`config.mk`:
```
export PLATFORM = sky130hd
export DESIGN_NAME = pc_fetch
export DESIGN_NICKNAME = d
export VERILOG_FILES = /design/src/rtl/pc_fetch.sv
export SDC_FILE = /design/constraint.sdc
export NUM_CORES = 1
export LEC_CHECK = 0
export CAP_MARGIN = 20
export CORE_ASPECT_RATIO = 1.25
export CORE_UTILIZATION = 45
export CTS_CLUSTER_SIZE = 40
export DETAILED_ROUTE_END_ITERATION = 6
export PLACE_DENSITY_LB_ADDON = 0.12
export SYNTH_ARGS = -nofsm -noshare
export SYNTH_HDL_FRONTEND = slang
export SYNTH_SLANG_ARGS = --single-unit
```
`constraint.sdc`:
```
create_clock -name clk_i -period 2.7 [get_ports clk_i]
set_clock_uncertainty 0.1 [all_clocks]
set_input_delay 0.81 -clock clk_i [delete_from_list [all_inputs] [get_ports clk_i]]
set_output_delay 0.81 -clock clk_i [all_outputs]
set_load 0.03 [all_outputs]
```
`src/rtl/pc_fetch.sv`:
```
// rtl/pc_fetch.sv - instruction-fetch stage: program counter, single-outstanding imem read, decode buffer
// Optional feature macro: BRANCH_ALIGN_CHK_EN (reject misaligned redirect targets and pulse fetch_misalign_o)
module pc_fetch #(
  parameter int unsigned      XLEN      = 32,
  parameter logic [XLEN-1:0]  RESET_PC  = '0,
  parameter logic [31:0]      NOP_INSTR = 32'h0000_0013
) (
  input  logic            clk_i,
  input  logic            rst_n_i,
  input  logic            branch_i,
  input  logic [XLEN-1:0] branch_target_i,
  output logic            imem_req_o,
  output logic [XLEN-1:0] imem_addr_o,
  input  logic            imem_rvalid_i,
  input  logic [31:0]     imem_rdata_i,
  output logic            instr_valid_o,
  output logic [31:0]     instr_o,
  output logic [XLEN-1:0] instr_pc_o,
  input  logic            instr_ready_i,
  output logic            fetch_misalign_o
);

  typedef enum logic [2:0] {
    S_RESET = 3'd0,
    S_FETCH = 3'd1,
    S_WAIT  = 3'd2,
    S_FULL  = 3'd3,
    S_KILL  = 3'd4
  } state_e;

  state_e          state_q, state_d;
  logic [XLEN-1:0] pc_q, pc_d;
  logic            req_q, req_d;
  logic [XLEN-1:0] addr_q, addr_d;
  logic            valid_q, valid_d;
  logic [31:0]     instr_q, instr_d;
  logic [XLEN-1:0] ipc_q, ipc_d;
  logic            misalign_q, misalign_d;

  logic            redirect;
  logic [XLEN-1:0] target;

`ifdef BRANCH_ALIGN_CHK_EN
  // A misaligned target is refused outright: the branch is treated as if it never happened.
  logic misaligned;
  assign misaligned = branch_i & (branch_target_i[1:0] != 2'b00);
  assign redirect   = branch_i & ~misaligned;
  assign target     = branch_target_i;
  assign misalign_d = misaligned;
`else
  // Without the check the low target bits are simply dropped to keep the PC word aligned.
  assign redirect   = branch_i;
  assign target     = branch_target_i & {{(XLEN-2){1'b1}}, 2'b00};
  assign misalign_d = 1'b0;
`endif

  // State register
  always_ff @(posedge clk_i or negedge rst_n_i) begin
    if (!rst_n_i) begin
      state_q <= S_RESET;
    end else begin
      state_q <= state_d;
    end
  end

  // Next-state logic; a redirect overrides every other event in the same cycle
  always_comb begin
    state_d = state_q;
    case (state_q)
      S_RESET: state_d = S_FETCH;
      S_FETCH: state_d = redirect ? S_KILL : S_WAIT;
      S_WAIT: begin
        if (redirect)           state_d = imem_rvalid_i ? S_FETCH : S_KILL;
        else if (imem_rvalid_i) state_d = S_FULL;
      end
      S_FULL: begin
        if (redirect || instr_ready_i) state_d = S_FETCH;
      end
      S_KILL: begin
        if (imem_rvalid_i) state_d = S_FETCH;
      end
      default: state_d = S_RESET;
    endcase
  end

  // Output / datapath next values; the request is raised on entry to FETCH so it lasts exactly that cycle
  always_comb begin
    pc_d    = pc_q;
    valid_d = valid_q;
    instr_d = instr_q;
    ipc_d   = ipc_q;
    if (redirect) begin
      pc_d    = target;
      valid_d = 1'b0;
      instr_d = NOP_INSTR;
    end else if (state_q == S_WAIT && imem_rvalid_i) begin
      instr_d = imem_rdata_i;
      ipc_d   = pc_q;
      valid_d = 1'b1;
      pc_d    = pc_q + XLEN'(4);
    end else if (state_q == S_FULL && instr_ready_i) begin
      valid_d = 1'b0;
      instr_d = NOP_INSTR;
    end
    req_d  = (state_d == S_FETCH);
    addr_d = req_d ? pc_d : addr_q;
  end

  // Datapath and output registers
  always_ff @(posedge clk_i or negedge rst_n_i) begin
    if (!rst_n_i) begin
      pc_q       <= RESET_PC;
      req_q      <= 1'b0;
      addr_q     <= RESET_PC;
      valid_q    <= 1'b0;
      instr_q    <= NOP_INSTR;
      ipc_q      <= RESET_PC;
      misalign_q <= 1'b0;
    end else begin
      pc_q       <= pc_d;
      req_q      <= req_d;
      addr_q     <= addr_d;
      valid_q    <= valid_d;
      instr_q    <= instr_d;
      ipc_q      <= ipc_d;
      misalign_q <= misalign_d;
    end
  end

  assign imem_req_o       = req_q;
  assign imem_addr_o      = addr_q;
  assign instr_valid_o    = valid_q;
  assign instr_o          = instr_q;
  assign instr_pc_o       = ipc_q;
  assign fetch_misalign_o = misalign_q;

endmodule

```
==> summary.md <==
| Metric | Value |
|---|---|
| Number of distinct library cells after synthesis | `54` |
| Number of cells produced by synthesis | `535` |
| Die area | `0.0132 mm²` |
| GRT Total Usage | `24.4%` |
| Final cycle utilization of the critical path | `94.6%` |
| Worst-path cell chain | `clkdlybuf4s50_1 -> nand4bb_1 -> or2_2 -> or4_1 -> a31oi_1 -> mux2_2` |
| Die Span X | `103 µm` |
| Root buffer selected by CTS | `sky130_fd_sc_hd__clkbuf_16` |
| Post-detailed-placement half-perimeter wirelength | `10.4 mm` |
| Maximum number of pins on one net before global-route repair | `50` |
| Total CTS buffers | `17` |
| Worst reg2reg path startpoint | `pc_q[5]` |
| Number of nets in the layout | `791` |
| Post-synth EDFFs | `0` |
| Area growth from synthesis to layout | `47.5%` |
| Detailed-route wire length per cell | `16.6 µm` |
| Clock tree sinks | `133` |
| Chip height | `128 µm` |
| Top-area cell type share of the netlist area | `56.7%` |
| Crit path kind | `input pin to flop` |
| Number of nets produced by synthesis | `605` |
| Flip-flop cell with the highest count after synthesis | `sky130_fd_sc_hd__dfrtp_1` |
| MaxCap Viol Count | `0` |
| Final Wtd Congestion | `0.802` |
| Ys Warns | `0` |
| Kind of launch point of the worst setup path | `input pin` |
| Post-Syn Area | `0.00573 mm²` |
| Proportion of power drawn by combinational gates | `40.8%` |
| Initial antenna violation count | `0` |
| DRC marker count from the first detailed-route iteration | `178` |
| Synth Area in Compound Gates | `11.3%` |
| Classification of the worst-slack hold path | `input pin to asynchronous set/reset pin` |
| Post-synthesis share of cell area spent on full adders, half adders and majority gates | `0.218%` |
| Number of diodes added for antenna fixing | `0` |
| TritonCTS clock tree | `done` |
| Util after Layout | `68.9%` |
| Portion of netlist area occupied by mux cells | `5.08%` |
| Crit path buffers/inverters | `1` |
| # placed instances | `865` |
| Setup repair bufs after CTS | `0` |
| Register-to-register setup slack | `450 ps` |
| Final max-slew violation count | `0` |
| Post-cts repair resize count | `0` |
| Remaining antenna violation count after routing | `0` |
| Top cell family by delay on the critical path | `simple AND/OR/NAND/NOR gates` |
| Arrival time of data at the critical path endpoint | `2810 ps` |
| Number of vias in the routed layout | `4,714` |
| Switching Power | `3.31 mW` |
| Reg power frac | `32.2%` |
| Type of element capturing the critical path | `flop` |
| Cell taking the most area after synthesis | `sky130_fd_sc_hd__dfrtp_1` |
| Minimum setup slack in the final design | `147 ps` |
| Worst Path Required | `2960 ps` |
| Hold_buf cts | `0` |
| Average vias per placed instance | `5.25` |
| Share of the synthesized netlist area taken by xor and xnor gates | `4.12%` |
| Critical path's largest stage delay | `540 ps` |
| I/O pin count | `168` |
| CTS H-tree lvls | `4` |
| Depth of the worst register-to-register path | `5` |
| Combinational family with the most area after synthesis | `simple AND/OR/NAND/NOR gates` |
| Clk_lat worst skew | `420 ps` |
| Maximum resistive drop on vdd | `0.620 mV` |
| RSZ-0062 raised after global routing | `no` |
| Final routed wirelength across all metal layers | `14.9 mm` |
| Critical-path top delay cell | `sky130_fd_sc_hd__clkdlybuf4s50_1` |
| CTS max path bufs | `2` |
| Number of flip-flops and latches in the synthesized netlist | `133` |
| Switching share of total power | `36.1%` |
| Count of filler cells inserted in the layout | `977` |
| Simple-gate share of the synthesized area | `17.6%` |
| Remaining DRCs | `0` |
| Wire length of the first global-routing pass | `24.4 mm` |
| Internal power contribution | `5.85 mW` |
| Static leakage | `3.73 nW` |
| Max Clk Rate | `0.392 GHz` |
| Area contributors post-synth | `sky130_fd_sc_hd__dfrtp_1 (57%), sky130_fd_sc_hd__nand2_1 (8.4%), sky130_fd_sc_hd__mux2_2 (4.9%)` |
| Endpoint of the most critical register-to-register path | `imem_addr_o[15]` |
| Number of standard cells in the final layout excluding fillers | `898` |
| Row cnt | `45` |
| Async set-reset flop share out of synthesis | `100%` |
| Final Hold Slack | `228 ps` |
| Clock transition time at the flip-flop clock pins of the worst setup and hold paths | `60 ps` |
| Number of input and output port buffers inserted | `164` |
| Placeable core region | `0.0123 mm²` |
| Overflow left after global routing | `0` |
| Vias in the first global route | `5,011` |
| Run status | `finished clean` |
| Layout cell share with drive strength beyond 1 | `15.5%` |
| Final number of setup-violating endpoints | `0` |
| Clk pwr share | `26.9%` |
| Final hold violation count | `0` |
| Minimum clock period | `2550 ps` |
| Starting Density | `46.7%` |
| Mean instance size in the synthesized netlist | `10.7 µm²` |
| Placement-stage worst setup slack | `-333 ps` |
| Largest fanout of any net on the critical path | `9` |
| Detailed-routing iteration count for the pre-antenna-repair pass | `5` |
| Power density over the cells | `1080 mW/mm²` |
| Seq/Total Area, Yosys | `58.1%` |
[metrics by stage]
step           instance area (µm²)  setup TNS [ps]  total power [mW]
6_report                      8460               0              9.16
5_1_grt                       8460               0              9.62
4_1_cts                       8430               0              9.24
3_5_place_dp                  7790          -18500              6.73
3_3_place_gp                  7790          -11680              6.63
2_1_floorplan                 5730               0              4.97
[cell usage after synthesis, drive strengths merged (2+ instances only)]
cell,instances
a21oi,6
a221o,10
a221oi,6
a22o,29
a31oi,2
and2,2
and3,5
buf,8
clkbuf,27
dfrtp,130
dfstp,3
inv,11
mux2,25
nand2,128
nand2b,6
nand3,10
nand4,9
nor2,19
nor2b,3
nor3,15
nor4,8
o21ai,21
o32a,3
or2,2
or3,2
xnor2,13
xor2,14
[worst max-delay path by stage]
stage / endpoint / from / cells after the start
3_3_place_gp: pc_q[31] / imem_rvalid_i / 7
4_1_cts: pc_q[18] / imem_rvalid_i / 8
5_1_grt: pc_q[16] / imem_rvalid_i / 8
2_1_floorplan: pc_q[31] / imem_rvalid_i / 7
3_5_place_dp: pc_q[18] / imem_rvalid_i / 8
6_report: imem_addr_o[15] / imem_rvalid_i / 6
[power by group through the flow]
| stage | registers [mW] | clock network [mW] | logic [mW] |
|---|---|---|---|
| 3_5_place_dp | 2.98 | 0 | 3.75 |
| 4_1_cts | 2.96 | 2.51 | 3.77 |
| 2_1_floorplan | 3.83 | 0 | 1.13 |
| 6_report | 2.95 | 2.47 | 3.74 |
| 5_1_grt | 3.02 | 2.60 | 4.01 |
| 3_3_place_gp | 2.95 | 0 | 3.68 |
[cells by family after synthesis]
logic type | count (synthesis)
buf+inv | 47
mux | 26
xor+xnor | 27
compound gates | 84
other cells | 1
flops | 133
simple gates | 216
fa+ha+maj | 1
[cell usage in the layout, fill, tap and decap left out, types with 3 or more instances in the layout]
master                            instances
sky130_fd_sc_hd__clkdlybuf4s50_1        162
sky130_fd_sc_hd__dfrtp_1                130
sky130_fd_sc_hd__nand2_1                128
sky130_fd_sc_hd__buf_4                   32
sky130_fd_sc_hd__a22o_1                  29
sky130_fd_sc_hd__mux2_2                  25
sky130_fd_sc_hd__o21ai_0                 20
sky130_fd_sc_hd__nor2_1                  17
sky130_fd_sc_hd__clkbuf_16               17
sky130_fd_sc_hd__nor3_1                  14
sky130_fd_sc_hd__xor2_1                  14
sky130_fd_sc_hd__xnor2_1                 13
sky130_fd_sc_hd__inv_1                   11
sky130_fd_sc_hd__nand3_1                 10
sky130_fd_sc_hd__a221o_1                 10
sky130_fd_sc_hd__nand4_1                  8
sky130_fd_sc_hd__nand2b_1                 6
sky130_fd_sc_hd__a21oi_1                  6
sky130_fd_sc_hd__nor4_1                   6
sky130_fd_sc_hd__and3_1                   5
sky130_fd_sc_hd__a221oi_1                 5
sky130_fd_sc_hd__buf_12                   5
sky130_fd_sc_hd__bufinv_16                4
sky130_fd_sc_hd__nor2b_1                  3
sky130_fd_sc_hd__o32a_1                   3
sky130_fd_sc_hd__clkinv_4                 3
sky130_fd_sc_hd__inv_6                    3
sky130_fd_sc_hd__clkinvlp_4               3
sky130_fd_sc_hd__dfstp_2                  3
[routing by layer]
| layer | vias to the layer above | global-route usage (%) | share of wire (%) |
|---|---|---|---|
| li1 | 2240 | - | - |
| met1 | 2309 | 28.8 | 40 |
| met2 | 149 | 41.1 | 51 |
| met3 | 16 | 7.91 | 6.3 |
| met4 | 0 | 9.20 | 1.9 |
| met5 | - | 0 | 0 |
[cell type report]
cell class | count | area (µm²) | area share (%)
Clock buffer | 18 | 439 | 5.19
Clock inverter | 14 | 200 | 2.37
Inverter | 12 | 45.0 | 0.533
Multi-Input combinational cell | 355 | 2240 | 26.5
Sequential cell | 133 | 3330 | 39.4
Tap cell | 164 | 205 | 2.43
Timing Repair Buffer | 202 | 1990 | 23.6
[sequential cells by signal, indices dropped and copies added, names as in the netlist]
| name | count |
|---|---|
| state_q | 3 |
| pc_q | 32 |
| imem_addr_o | 32 |
| imem_req_o | 1 |
| instr_o | 32 |
| instr_valid_o | 1 |
| instr_pc_o | 32 |
No activity file was read; power rests on OpenSTA's default activity.
